### config.mk
export PLATFORM = sky130hd
export DESIGN_NAME = warmup_monitor
export DESIGN_NICKNAME = d
export VERILOG_FILES = /design/src/rtl/warmup_pkg.sv /design/src/rtl/warmup_ref_model.sv /design/src/rtl/warmup_monitor.sv
export SDC_FILE = /design/constraint.sdc
export NUM_CORES = 1
export LEC_CHECK = 0
export CORE_MARGIN = 4
export CORE_UTILIZATION = 50
export DETAILED_ROUTE_END_ITERATION = 10
export MAX_ROUTING_LAYER = met4
export PLACE_DENSITY = 0.81
export SYNTH_ARGS = -nofsm -noshare
export SYNTH_HDL_FRONTEND = slang
export SYNTH_SLANG_ARGS = --single-unit
### constraint.sdc
create_clock -name clk -period 2.95 [get_ports clk]
set_input_delay 0.295 -clock clk [delete_from_list [all_inputs] [get_ports clk]]
set_output_delay 0.295 -clock clk [all_outputs]
set_load 0.02 [all_outputs]
### src/rtl/warmup_pkg.sv
// Shared encodings and constants for the warmup counter monitor and its reference model.
// Optional halt-on-first-mismatch behaviour is selected with WARMUP_MON_HALT_EN in warmup_monitor.
package warmup_pkg;

  typedef enum logic [1:0] {
    IDLE  = 2'd0,
    CHECK = 2'd1,
    DONE  = 2'd2
  } state_e;

  localparam logic [3:0] CNT_MAX = 4'hF;
  localparam logic [3:0] A_SAT   = 4'd2;

  localparam int A_BIT = 0;
  localparam int B_BIT = 1;
  localparam int C_BIT = 2;

endpackage

### src/rtl/warmup_ref_model.sv
// Golden copy of the upstream 4-bit warmup counter: free-running ref_cnt plus the
// expected a/b/c buses, with b modelled as a one-cycle delayed a.
module warmup_ref_model
  import warmup_pkg::*;
(
  input  logic       clk,
  input  logic       resetn,
  output logic [3:0] ref_cnt,
  output logic [3:0] a_exp,
  output logic [3:0] b_exp,
  output logic [3:0] c_exp
);

  logic [3:0] ref_cnt_q, ref_cnt_d;
  logic [3:0] b_exp_q, b_exp_d;

  always_comb begin
    ref_cnt_d = (ref_cnt_q == CNT_MAX) ? 4'd0 : ref_cnt_q + 4'd1;

    if (ref_cnt_q == 4'd0)      a_exp = 4'd0;
    else if (ref_cnt_q == 4'd1) a_exp = 4'd1;
    else                        a_exp = A_SAT;

    c_exp   = (ref_cnt_q <= 4'd2) ? ref_cnt_q : 4'd0;
    b_exp_d = a_exp;
  end

  // Counts on every non-reset cycle so it stays aligned with the upstream stage.
  always_ff @(posedge clk) begin
    if (!resetn) begin
      ref_cnt_q <= 4'd0;
      b_exp_q   <= 4'd0;
    end else begin
      ref_cnt_q <= ref_cnt_d;
      b_exp_q   <= b_exp_d;
    end
  end

  assign ref_cnt = ref_cnt_q;
  assign b_exp   = b_exp_q;

endmodule

### src/rtl/warmup_monitor.sv
// Checks the upstream warmup counter buses against warmup_ref_model over a bounded window.
// Define WARMUP_MON_HALT_EN to end the run on the first mismatching compare.
module warmup_monitor
  import warmup_pkg::*;
#(
  parameter int CHECK_CYCLES = 32,
  parameter int CNT_W        = 8
) (
  input  logic             clk,
  input  logic             resetn,
  input  logic             enable,
  input  logic [3:0]       a_in,
  input  logic [3:0]       b_in,
  input  logic [3:0]       c_in,
  output logic             busy,
  output logic             done,
  output logic             pass,
  output logic             err,
  output logic [CNT_W-1:0] mismatch_cnt,
  output logic [CNT_W-1:0] first_fail_idx,
  output logic [2:0]       first_fail_mask,
  output logic [1:0]       dbg_state
);

  localparam logic [CNT_W-1:0] LAST_IDX = CNT_W'(CHECK_CYCLES - 1);
  localparam logic [CNT_W-1:0] CNT_SAT  = {CNT_W{1'b1}};

  logic [3:0] ref_cnt, a_exp, b_exp, c_exp;
  logic [2:0] m;

  state_e           state_q, state_d;
  logic             busy_q, busy_d;
  logic             done_q, done_d;
  logic             pass_q, pass_d;
  logic             err_q, err_d;
  logic [CNT_W-1:0] cnt_q, cnt_d;
  logic [CNT_W-1:0] idx_q, idx_d;
  logic [CNT_W-1:0] ffi_q, ffi_d;
  logic [2:0]       ffm_q, ffm_d;

  warmup_ref_model u_ref (
    .clk     (clk),
    .resetn  (resetn),
    .ref_cnt (ref_cnt),
    .a_exp   (a_exp),
    .b_exp   (b_exp),
    .c_exp   (c_exp)
  );

  always_comb begin
    m        = 3'b000;
    m[A_BIT] = (a_in != a_exp);
    m[B_BIT] = (b_in != b_exp);
    m[C_BIT] = (c_in != c_exp);

    state_d = state_q;
    err_d   = err_q;
    cnt_d   = cnt_q;
    idx_d   = idx_q;
    ffi_d   = ffi_q;
    ffm_d   = ffm_q;

    case (state_q)
      IDLE: begin
        if (enable) begin
          state_d = CHECK;
          err_d   = 1'b0;
          cnt_d   = '0;
          idx_d   = '0;
          ffi_d   = '0;
          ffm_d   = 3'b000;
        end
      end
      CHECK: begin
        // Dropping enable abandons the run without comparing this cycle.
        if (!enable) begin
          state_d = IDLE;
        end else begin
          if (|m) begin
            if (cnt_q != CNT_SAT) cnt_d = cnt_q + 1'b1;
            if (!err_q) begin
              ffi_d = idx_q;
              ffm_d = m;
              err_d = 1'b1;
            end
          end
          idx_d = idx_q + 1'b1;
          if (idx_q == LAST_IDX) state_d = DONE;
`ifdef WARMUP_MON_HALT_EN
          if (|m) state_d = DONE;
`else
`endif
        end
      end
      DONE: begin
        if (!enable) state_d = IDLE;
      end
      default: state_d = IDLE;
    endcase

    busy_d = (state_d == CHECK);
    done_d = (state_d == DONE);
    pass_d = done_d && !err_d;
  end

  always_ff @(posedge clk) begin
    if (!resetn) begin
      state_q <= IDLE;
      busy_q  <= 1'b0;
      done_q  <= 1'b0;
      pass_q  <= 1'b0;
      err_q   <= 1'b0;
      cnt_q   <= '0;
      idx_q   <= '0;
      ffi_q   <= '0;
      ffm_q   <= 3'b000;
    end else begin
      state_q <= state_d;
      busy_q  <= busy_d;
      done_q  <= done_d;
      pass_q  <= pass_d;
      err_q   <= err_d;
      cnt_q   <= cnt_d;
      idx_q   <= idx_d;
      ffi_q   <= ffi_d;
      ffm_q   <= ffm_d;
    end
  end

  assign busy            = busy_q;
  assign done            = done_q;
  assign pass            = pass_q;
  assign err             = err_q;
  assign mismatch_cnt    = cnt_q;
  assign first_fail_idx  = ffi_q;
  assign first_fail_mask = ffm_q;
  assign dbg_state       = state_q;

endmodule

; ---- Word level (Yosys, flattened, before mapping)
; Index checks and enable logic that the tools add are counted.
[totals]
reg_bits = 41
wordCells = 70
[op_classes]
addsub = 3
n_lt_le_gt_ge = 1
eq_ne = 16
mux = 28
bitwise_logic = 1
n_reduce_logical = 10
[ops]
columns = op, count
row1 = two-way mux 8 bit, 8
row2 = case mux 8 bit (2 select lines), 3
row3 = adder 8 x 1 -> 8 bit (second input constant), 2
row4 = two-way mux 3 bit, 4
row5 = != test 4 bit, 3
row6 = two-way mux 2 bit, 5
row7 = != test 2 bit (second input constant), 5
row8 = AND reduction 5 bit, 2
row9 = == test 8 x 5 -> 1 bit (second input constant), 1
row10 = two-way mux 4 bit, 2
row11 = != test 8 bit (second input constant), 1
row12 = case mux 2 bit (3 select lines), 1
row13 = case mux 3 bit (2 select lines), 1
row14 = adder 4 x 1 -> 4 bit (second input constant), 1
row15 = == test 2 x 1 -> 1 bit (second input constant), 2
row16 = == test 2 bit (second input constant), 2
row17 = == test 4 x 1 -> 1 bit (second input constant), 1
row18 = == test 4 bit (second input constant), 1
row19 = <= comparator 4 x 2 -> 1 bit (second input constant), 1
row20 = logical NOT 4 bit, 1
row21 = two-way mux 1 bit, 3
row22 = AND reduction 3 bit, 1
row23 = OR reduction 3 bit, 1
row24 = logical NOT 2 bit, 1
row25 = other kinds (6), 6

; ---- Depth between registers and ports, before layout
; Gate-level depths: netlist of run 1.
[logic_depth]
ltp_word = 10
ltp_mapped = 9
depth_no_buf = 8

; ---- Modules after synthesis
; A second synthesis of run 1 with hierarchy kept.
[unflattened]
hier_cells = 224
area_unflattened_um2 = 2004.4
[by_module_without_submodules]
columns = mod, n_inst, cells_per_inst, area_each_um2, seq_area_each_um2
row1 = warmup_monitor, 1, 186, 1670.4, 660.6
row2 = warmup_ref_model, 1, 38, 334.1, 120.1

; ---- Worst setup path before layout of run 1
; OpenSTA, ideal clock, no wires.
[synth_timing]
path_kind = register -> register
startpoint = register u_ref.ref_cnt_q[0], in the netlist u_ref.ref_cnt[0]
endpoint = register ffi_q[0], in the netlist first_fail_idx[0]
arrival_time_ns = 2.200
required_time_ns = 2.833
path_slack_ns = 0.633
stages_incl_launch_ff = 10
path_buffers = 1
synth_period_minus_slack_ns = 2.317
cell_sequence = dfxtp_1 -> inv_1 -> ha_1 -> or4b_4 -> a21oi_2 -> o21ai_2 -> or3_4 -> and3_4 -> buf_6 -> a22o_1
[synth_between]
elab_chain_len = 7
elab_cells_between_ends = 11
[synth_lines]
columns = item, line
row1 = "start, declared", warmup_ref_model.sv:14  ; logic [3:0] ref_cnt_q, ref_cnt_d;
row2 = "start signal, assigned", warmup_ref_model.sv:34  ; ref_cnt_q <= ref_cnt_d;
row3 = branches (longest 4 deep; another with <= comparator 4 x 2 -> 1 bit), -
row4 = OR reduction 3 bit *, warmup_monitor.sv:79  ; if (|m) begin
row5 = != test 2 bit (no line) *, -
row6 = AND reduction 5 bit (no line) *, -
row7 = "end signal, assigned", warmup_monitor.sv:125  ; ffi_q <= ffi_d;
row8 = "end, declared", warmup_monitor.sv:38  ; logic [CNT_W-1:0] ffi_q, ffi_d;
; Mark *: on every way between the ends.
; A chain may end at the register's enable or synchronous reset.

; ---- Final worst setup path of run 1
[layout_timing]
startpoint = register u_ref.ref_cnt_q[0], in the netlist u_ref.ref_cnt[0]
endpoint = register ffi_q[2], in the netlist first_fail_idx[2]
; The elaborated chain is that of the path after synthesis.

==> results of run 1 <==
-- cells in the final DEF, fill, tap and decap left out, types with 2 or more instances in the layout --
master                            synthesis  final
sky130_fd_sc_hd__o21ai_0                  8      8
sky130_fd_sc_hd__mux2i_1                  4      4
sky130_fd_sc_hd__nand2_1                 18     18
sky130_fd_sc_hd__xor2_1                   9      9
sky130_fd_sc_hd__nand3_1                  7      7
sky130_fd_sc_hd__nor2_1                  16     16
sky130_fd_sc_hd__a22o_1                   8      8
sky130_fd_sc_hd__clkbuf_4                 0      5
sky130_fd_sc_hd__inv_1                    3      3
sky130_fd_sc_hd__a21oi_1                  7      7
sky130_fd_sc_hd__and3_1                   7      7
sky130_fd_sc_hd__ha_1                     6      6
sky130_fd_sc_hd__or2_2                    5      5
sky130_fd_sc_hd__nor2b_1                  3      3
sky130_fd_sc_hd__a31oi_1                  2      2
sky130_fd_sc_hd__a32o_1                   2      2
sky130_fd_sc_hd__nand2b_1                 2      2
sky130_fd_sc_hd__a211oi_1                 5      5
sky130_fd_sc_hd__nor4b_1                  2      2
sky130_fd_sc_hd__buf_4                    0      4
sky130_fd_sc_hd__dfxtp_1                 39     39
sky130_fd_sc_hd__and2_1                   4      4
sky130_fd_sc_hd__nand4_1                  5      5
sky130_fd_sc_hd__clkdlybuf4s50_1          0     39
-- worst paths after layout --
| check | end | slack [ns] |
|---|---|---|
| setup / recovery | first_fail_idx[2] | 0.53 |
| hold / removal | first_fail_idx[4] | 0.49 |
| setup reg to reg | first_fail_idx[2] | 0.53 |
| hold reg to reg | first_fail_idx[4] | 0.49 |
-- cell type report --
class	instances	area [um2]
Clock buffer	6	41.3
Clock inverter	2	12.5
Fill cell	279	1110
Inverter	3	11.3
Multi-Input combinational cell	144	983
Sequential cell	39	781
Tap cell	46	57.6
Timing Repair Buffer	43	420
-- cells by family (layout without fill, tap and decap cells) --
logic type                 Yosys count  count (layout)  synth area share [%]
DFF                                 39              39                  43.2
buffers and inverters               10              54                  2.49
and+or+nand+nor                     77              77                  23.5
AOI/OAI and AO/OA                   47              47                  19.6
muxes                                4               4                  2.21
xor gates and xnor gates            10              10                  4.84
adders and majority gates            6               6                  4.15
-- flip-flops by register name (all words and copies together), names as in the netlist --
signal           count
dbg_state            2
err                  1
done                 1
u_ref.ref_cnt        4
mismatch_cnt         8
pass                 1
first_fail_idx       8
idx_q                8
first_fail_mask      3
busy                 1
u_ref.b_exp          2
-- stage by stage --
stage / util [%] / instances / setup WS (ns)
after floorplan: - / 193 / 0.633
after global placement: 66.0 / 275 / 0.473
after detailed placement: 66.0 / 275 / 0.444
after CTS: 67.5 / 283 / 0.512
after global routing: 67.5 / 283 / 0.357
final: 67.5 / 283 / 0.533
-- layer usage --
metal	wire length [um]	up-vias	GRT usage (%)	share of wire [%]
li1	-	791	-	-
met1	1820	738	23.5	47
met2	1820	44	29.1	47
met3	162	7	4.11	4.2
met4	53	0	7.69	1.4
met5	0	-	-	0
-- cells in the mapped netlist, drive strengths merged, types with 2 or more instances --
cell | instances | area (um2)
nor4b | 2 | 17.5
inv | 3 | 11.3
dfxtp | 39 | 781
nand3 | 7 | 35.0
a31oi | 2 | 12.5
nor2 | 16 | 60.1
and2 | 4 | 25.0
and3 | 8 | 55.1
o21ai | 9 | 48.8
a211oi | 5 | 37.5
a32o | 2 | 20.0
clkbuf | 6 | 22.5
a22o | 8 | 70.1
o31ai | 2 | 20.0
or3 | 2 | 17.5
xor2 | 9 | 78.8
a21oi | 9 | 60.1
nand2b | 2 | 12.5
nand4 | 5 | 31.3
a21o | 2 | 16.3
or2 | 5 | 31.3
nand2 | 18 | 67.6
mux2i | 4 | 40.0
ha | 6 | 75.1
nor2b | 3 | 18.8
-- power groups by stage --
stage	Clock (W)	Combinational [W]	Sequential (W)
after floorplan	0	0.0000619	0.000563
after global placement	0	0.000107	0.000563
after detailed placement	0	0.000109	0.000563
after CTS	0.000272	0.000110	0.000551
after global routing	0.000290	0.000120	0.000553
final	0.000264	0.000110	0.000551
==> summary.txt, run 1 <==
GRT
  • First-pass GRT wire length: 6.40 mm
  • Total track usage: 18.7%
  • Remaining global-route overflow: 0
  • Antenna violations before repair: 0
  • Via count of the first global-routing pass: 1,437
  • Pin count of the biggest net entering global routing: 21

Clock network
  • H-tree level count: 2
  • Clock tree root buffer cell: sky130_fd_sc_hd__clkbuf_4
  • Hold buffer count at cts: 0
  • Number of cells upsized or downsized after cts: 0
  • Num Clock Sinks: 39
  • TritonCTS clock tree: done
  • Clock latency on the worst-skew pair: 0.35 ns
  • Buffer depth of the longest clock path: 2
  • Clock edge transition at the registers on the reported setup and hold paths: 0.11 ns
  • Number of buffers created by CTS: 5
  • Post-CTS Setup Bufs: 0

Layout
  • Diodes inserted: 0
  • Layout cell share with drive strength beyond 1: 11.4%
  • Synth-to-layout area growth: 27.5%
  • Final design area excluding fillers: 2310 um2
  • Number of nets in the final layout: 257

Timing
  • Slew margin rel.: 59.0%
  • Final critical path time including I/O delays and setup: 2.42 ns
  • Count of final setup violators: 0
  • Final worst clock skew: 0.0124 ns
  • RSZ-0062 raised after global routing: no
  • Actual slew at the worst max-slew pin: 0.614 ns
  • Setup tns final: 0 ns
  • Final cycle utilization of the critical path: 81.9%
  • Worst hold margin: 0.488 ns
  • Highest clock frequency the design can meet: 414 MHz
  • Number of hold violations in the final report: 0
  • Final Slew Violations: 0

Power and ir drop
  • Net switching power figure: 0.000240 W
  • Gate power share: 11.9%
  • Clock network fraction of total power: 28.5%
  • Sequential share of power: 59.6%
  • Fraction of power spent switching nets: 25.9%
  • Worst-case vdd ir drop: 0.000327 V
  • Leakage power figure: 0.851 nW
  • Total power per unit cell area: 401 nW/um2
  • P_int: 0.000685 W
  • PnR Total Power: 0.000924 W

Worst setup path
  • Critical path startpoint category: flop
  • Required arrival time at the worst endpoint: 3.25 ns
  • Critical path cell sequence: inv_1, ha_1, or4b_4, a21oi_2, o21ai_2, or3_4, a21oi_4, a22o_1
  • Startpoint of the most critical register-to-register path: u_ref.ref_cnt[0]
  • Kind of capture point of the worst setup path: flop
  • Worst-path fanout max: 10
  • WS Path Type: reg2reg
  • Worst reg2reg path depth: 8
  • Delay of the slowest critical-path stage: 0.48 ns
  • Crit path depth: 8
  • Arrival time reported for the critical path endpoint: 2.71 ns
  • Largest delay contributor family on the critical path: simple AND/OR/NAND/NOR gates
  • CP max-delay cell: sky130_fd_sc_hd__or4b_4
  • Launch point of the worst path: u_ref.ref_cnt[0]
  • Count of buffering cells on the critical path with inverters included: 1

Floorplan
  • Starting density of the core: 53.0%
  • Die outline width: 68.2 um
  • Die area: 4650 um2
  • Number of top-level design ports: 40
  • Vertical extent of the die: 68.2 um
  • Placeable Area: 3420 um2
  • Number of core rows: 21

Synthesis
  • Post-synthesis net count: 214
  • Most frequently used flop master after synthesis: sky130_fd_sc_hd__dfxtp_1
  • Number of synthesized register bits: 39
  • Number of enable flip-flop cells after synthesis: 0
  • Syn_area_per_cell: 9.37 um2
  • Share of the yosys chip area belonging to registers: 43.2%
  • Fraction of registers with async set or reset after synthesis: 0%
  • Netlist area before placement: 1810 um2
  • Unique cell type count in the Yosys netlist: 47
  • Number of warnings reported in the yosys synthesis log: 0
  • Post-synthesis instance total: 193

Drt
  • Initial drt markers: 98
  • DRC viols: 0
  • Vias post-DR: 1,580
  • Routed via count divided by cell count: 5.58
  • Final Routed Wirelength: 3.86 mm
  • Average routed wire per standard cell: 13.6 um
  • TritonRoute pass-1 iters: 4
  • Count of nets left with antenna violations after detail routing: 0

Min path
  • Class of the tightest hold or removal check: reg2reg
  • Hold Path Origin: first_fail_idx[4]
  • Hold path depth: 1

Placement
  • Final GP Congestion: 0.797
  • Final HPWL DP: 2.74 mm
  • Total of buffers placed on input and output ports: 39
  • Area after detailed placement: 2250 um2

Flow run
  • Max Cap Viol: 0

Run status
  • Result of the run: finished clean
(Power assumes the default switching activity.)
==> inputs of run 2 (changes only) <==
CORE_UTILIZATION = 45   (was 50)
PLACE_DENSITY = 0.77   (was 0.81)
clock period = 2 ns   (was 2.95 ns; I/O delays follow)
==> run 2 against run 1 <==
Clock-buffer cell count decreased by 1. Highest routed layer unchanged. Via count is 7.8% higher. Design area is 17% higher. The run now ends with setup timing left. Final cell count up 10%.
==> summary.txt, run 2 (synthesized netlist as in run 1, its figures left out) <==
Layout
  • Number of nets in the final layout: 284
  • Leading cell type in the layout, fill and taps excluded: sky130_fd_sc_hd__clkdlybuf4s50_1
  • Layout cell share with drive strength beyond 1: 28.4%
  • Final cell count without fillers: 312
  • FILL cells: 280
  • Synth-to-layout area growth: 48.6%
  • Highest-count cells in the layout ignoring fill and taps: 39 x sky130_fd_sc_hd__clkdlybuf4s50_1, 37 x sky130_fd_sc_hd__dfxtp_1, 28 x sky130_fd_sc_hd__buf_4
  • Diodes inserted: 0
  • Area used by multi-input combinational logic: 1110 um2
  • FF/Latch Area: 786 um2

Timing
  • RSZ-0062 raised after global routing: yes
  • Min setup slack post-route: -0.149 ns
  • Number of hold violations in the final report: 0
  • Count of final setup violators: 19
  • Final cycle utilization of the critical path: 107%
  • Final worst clock skew: 0.00317 ns
  • Slew margin rel.: 72.3%
  • Final critical path time including I/O delays and setup: 2.15 ns
  • Setup tns final: -1.71 ns
  • Final Slew Violations: 0
  • Worst hold margin: 0.486 ns
  • Highest clock frequency the design can meet: 465 MHz
  • Actual slew at the worst max-slew pin: 0.415 ns

Drt
  • Average routed wire per standard cell: 14.5 um
  • Vias post-DR: 1,704
  • DRC viols: 0
  • Count of nets left with antenna violations after detail routing: 0
  • Routed via count divided by cell count: 5.46
  • TritonRoute pass-1 iters: 4
  • Final Routed Wirelength: 4.52 mm
  • Initial drt markers: 132

Floorplan
  • Number of top-level design ports: 40
  • Starting density of the core: 48.0%
  • Die outline width: 71.4 um
  • Number of core rows: 22
  • Die area: 5100 um2
  • Vertical extent of the die: 71.4 um
  • Placeable Area: 3770 um2

Clock network
  • Num Clock Sinks: 39
  • Hold buffer count at cts: 0
  • Number of buffers created by CTS: 5
  • TritonCTS clock tree: done
  • Buffer depth of the longest clock path: 2
  • Clock edge transition at the registers on the reported setup and hold paths: 0.08 ns
  • H-tree level count: 2
  • Clock tree root buffer cell: sky130_fd_sc_hd__clkbuf_8
  • Clock latency on the worst-skew pair: 0.30 ns

Placement
  • Number of placed cells counting well taps: 295
  • Total of buffers placed on input and output ports: 39
  • Final GP Congestion: 0.802
  • Final HPWL DP: 3.16 mm

Worst setup path
  • Launch point of the worst path: u_ref.ref_cnt[1]
  • Startpoint of the most critical register-to-register path: u_ref.ref_cnt[1]
  • Required arrival time at the worst endpoint: 2.19 ns
  • Worst reg2reg path depth: 8
  • Critical path startpoint category: flop
  • WS Path Type: reg2reg
  • Kind of capture point of the worst setup path: flop
  • Worst-path fanout max: 8
  • Arrival time reported for the critical path endpoint: 2.34 ns

GRT
  • Via count of the first global-routing pass: 1,642
  • First-pass GRT wire length: 7.55 mm
  • Remaining global-route overflow: 0
  • Pin count of the biggest net entering global routing: 15
  • Total track usage: 19.0%
  • Antenna violations before repair: 0

Power and ir drop
  • Worst-case vdd ir drop: 0.000367 V
  • Leakage power figure: 1.01 nW
  • Total power per unit cell area: 595 nW/um2

Min path
  • Hold path depth: 1
  • Class of the tightest hold or removal check: reg2reg
  • Hold Path Origin: first_fail_mask[2]

Flow run
  • Max Cap Viol: 0

Run status
  • Result of the run: finished with violations
  • Violated checks: setup timing
[run 2: what timing repair did]
item | in CTS | in global routing
gates cloned | 1 | 0
resized for setup | 10 | 18
pin swaps | 10 | 12
setup endpoints to repair | 19 | 21
buffers inserted | 4 | 4
[run 2: area by class of cell]
type                       count  share of cell area [%]
clock inverter                 3                   0.931
clock buffer                   5                    2.56
multi-input combinational    145                    41.3
timing repair buffer          69                    23.2
tap                           48                    2.23
sequential                    39                    29.2
inverter                       3                   0.605
[run 2: worst max-delay path, cell delays in order, from the launching register on]
cell	delay, ns
sky130_fd_sc_hd__dfxtp_4	0.37
sky130_fd_sc_hd__inv_4	0.07
sky130_fd_sc_hd__ha_4	0.12
sky130_fd_sc_hd__or4b_4	0.45
sky130_fd_sc_hd__a21oi_2	0.14
sky130_fd_sc_hd__o21ai_2	0.08
sky130_fd_sc_hd__or3_4	0.42
sky130_fd_sc_hd__and3_4	0.22
sky130_fd_sc_hd__a22o_1	0.18
[run 2: power breakdown]
group	total [W]	internal, W	switching (W)
Sequential	0.000810	0.000792	0.0000176
Combinational	0.000236	0.000131	0.000106
Clock	0.000553	0.000249	0.000304
Total	0.00160	0.00117	0.000427
[run 2: path summary, 6_finish.rpt]
check / slack, ns / end
hold / removal: 0.49 / first_fail_mask[2]
setup / recovery: -0.15 / first_fail_idx[3]
setup reg to reg: -0.15 / first_fail_idx[3]
hold reg to reg: 0.49 / first_fail_mask[2]
[run 2: metal layers]
| layer | share of wire, % | global-route usage [%] |
|---|---|---|
| met5 | 0 | - |
| met4 | 1.1 | 8.35 |
| met3 | 4.7 | 4.21 |
| met2 | 50 | 28.9 |
| met1 | 44 | 24.2 |
[run 2: stage by stage]
step                      setup WS [ns]  area [um2]  total power [W]  utilization (%)
final                            -0.149        2690          0.00160             71.3
after CTS                        -0.171        2570          0.00159             68.3
after floorplan                  -0.204        1820         0.000928                -
after global placement           -0.308        2410          0.00103             63.8
after global routing             -0.240        2690          0.00167             71.3
after detailed placement         -0.350        2410          0.00103             63.8
==> inputs of run 3 (changes only) <==
==> constraint.sdc (replaced) <==
create_clock -name clk -period 2 [get_ports clk]
set_input_delay 0.2 -clock clk [delete_from_list [all_inputs] [get_ports clk]]
set_output_delay 0.2 -clock clk [all_outputs]
set_load 0.1 [all_outputs]
==> run 3 against run 2 <==
Hold slack worse by 0.0079 ns. Clock-buffer cell count unchanged. Core utilization down 1.8 points. Largest cell class unchanged. Global-route usage hardly changed. Critical path depth rose by 1. The run still ends with setup timing left. Non-clock buffer count fell by 1.
==> summary.txt, run 3 (synthesized netlist as in run 1, its figures left out) <==
Run status
  • Result of the run: finished with violations
  • Violated checks: setup timing

Placement
  • Final HPWL DP: 3.15 mm
  • Final GP Congestion: 0.786
  • Total of buffers placed on input and output ports: 39
  • Area after detailed placement: 2370 um2

Drt
  • Routed via count divided by cell count: 5.38
  • Final Routed Wirelength: 4.53 mm
  • Count of nets left with antenna violations after detail routing: 0
  • DRC viols: 0
  • Vias post-DR: 1,674
  • Initial drt markers: 117
  • Average routed wire per standard cell: 14.6 um
  • TritonRoute pass-1 iters: 4

Timing
  • Number of hold violations in the final report: 0
  • Count of final setup violators: 19
  • Final cycle utilization of the critical path: 109%
  • Final worst clock skew: 0.00556 ns
  • Min setup slack post-route: -0.176 ns
  • Final critical path time including I/O delays and setup: 2.18 ns
  • RSZ-0062 raised after global routing: yes
  • Actual slew at the worst max-slew pin: 0.396 ns
  • Final Slew Violations: 0
  • Slew margin rel.: 73.6%
  • Highest clock frequency the design can meet: 459 MHz

Min path
  • Class of the tightest hold or removal check: reg2reg

Floorplan
  • Number of top-level design ports: 40
  • Die outline width: 71.4 um
  • Number of core rows: 22
  • Die area: 5100 um2
  • Starting density of the core: 48.0%
  • Vertical extent of the die: 71.4 um
  • Placeable Area: 3770 um2

Worst setup path
  • Required arrival time at the worst endpoint: 2.19 ns
  • WS Path Type: reg2reg
  • Critical path startpoint category: flop
  • Arrival time reported for the critical path endpoint: 2.37 ns
  • Kind of capture point of the worst setup path: flop
  • Worst-path fanout max: 8

Layout
  • Leading cell type in the layout, fill and taps excluded: sky130_fd_sc_hd__buf_4
  • Finished Core Util: 69.5%
  • Number of nets in the final layout: 283
  • Synth-to-layout area growth: 45.0%
  • Highest-count cells in the layout ignoring fill and taps: 53 x sky130_fd_sc_hd__buf_4, 33 x sky130_fd_sc_hd__dfxtp_1, 18 x sky130_fd_sc_hd__nand2_1
  • Layout cell share with drive strength beyond 1: 37.6%
  • Final design area excluding fillers: 2620 um2
  • Diodes inserted: 0

Clock network
  • Hold buffer count at cts: 0
  • H-tree level count: 2
  • TritonCTS clock tree: done
  • Clock latency on the worst-skew pair: 0.29 ns
  • Buffer depth of the longest clock path: 2
  • Number of buffers created by CTS: 5
  • Clock edge transition at the registers on the reported setup and hold paths: 0.08 ns
  • Clock tree root buffer cell: sky130_fd_sc_hd__clkbuf_8
  • Num Clock Sinks: 39

GRT
  • First-pass GRT wire length: 7.58 mm
  • Via count of the first global-routing pass: 1,651
  • Pin count of the biggest net entering global routing: 18
  • Antenna violations before repair: 0
  • Total track usage: 19.0%
  • Remaining global-route overflow: 0

Power and ir drop
  • PnR Total Power: 0.00175 W
  • Total power per unit cell area: 667 nW/um2
  • Leakage power figure: 1.07 nW
  • Worst-case vdd ir drop: 0.000619 V

Flow run
  • Max Cap Viol: 0
run 3: changes by cell type in the layout (fill, tap and decap cells not counted), sizes merged:
cell           previous run  this run
clkinvlp                  1         0
bufinv                    0         1
buf                      30        54
clkdlybuf4s50            39        14
run 3: per-layer routing:
metal  wire length (um)  GRT usage, %  vias to the layer above
met5                  0             -                        -
met4                 65          7.10                        0
met3                201          4.77                        9
met2               2250          30.8                       37
met1               2010          22.7                      784
li1                   -             -                      844
run 3: final cells by class:
class	instances	area (um2)
Sequential cell	39	791
Timing Repair Buffer	68	558
Clock buffer	5	68.8
Inverter	3	16.3
Clock inverter	3	43.8
Multi-Input combinational cell	145	1080
Tap cell	48	60.1
Fill cell	290	1150
run 3: path summary, 6_finish.rpt:
kind / depth (start not counted) / start / slack (ns) / end
setup reg to reg: 9 / u_ref.ref_cnt[0] / -0.18 / first_fail_idx[1]
setup / recovery: 9 / u_ref.ref_cnt[0] / -0.18 / first_fail_idx[1]
hold reg to reg: 1 / first_fail_mask[2] / 0.48 / first_fail_mask[2]
hold / removal: 1 / first_fail_mask[2] / 0.48 / first_fail_mask[2]
run 3: per-stage QoR:
step	hold slack, ns	cells	TNS [ns]	worst slack (ns)
after floorplan	0.345	193	-2.58	-0.204
after global placement	0.465	296	-4.98	-0.307
after detailed placement	0.459	296	-5.59	-0.351
after CTS	0.481	310	-2.20	-0.163
after global routing	0.502	311	-3.93	-0.260
final	0.478	311	-2.40	-0.176
run 3: critical path, stage by stage (launching register included):
cell	delay (ns)
sky130_fd_sc_hd__dfxtp_2	0.36
sky130_fd_sc_hd__inv_4	0.06
sky130_fd_sc_hd__ha_4	0.15
sky130_fd_sc_hd__and4bb_2	0.23
sky130_fd_sc_hd__xnor2_2	0.14
sky130_fd_sc_hd__o211ai_1	0.14
sky130_fd_sc_hd__buf_4	0.17
sky130_fd_sc_hd__or3_4	0.43
sky130_fd_sc_hd__and3_4	0.20
sky130_fd_sc_hd__a22o_1	0.20
run 3: where the power goes:
part,switching [W],leakage [nW],internal (W),total [W]
Combinational,0.000141,0.692,0.000126,0.000267
Clock,0.000296,0.0581,0.000372,0.000668
Sequential,0.0000221,0.319,0.000793,0.000815
Total,0.000459,1.07,0.00129,0.00175
run 3: what timing repair did:
item                                    CTS  global route
pin swaps                                11            19
setup buffers                             4             3
endpoints found under the setup margin   19            21
resized for setup                        13             9
gates cloned                              2             0
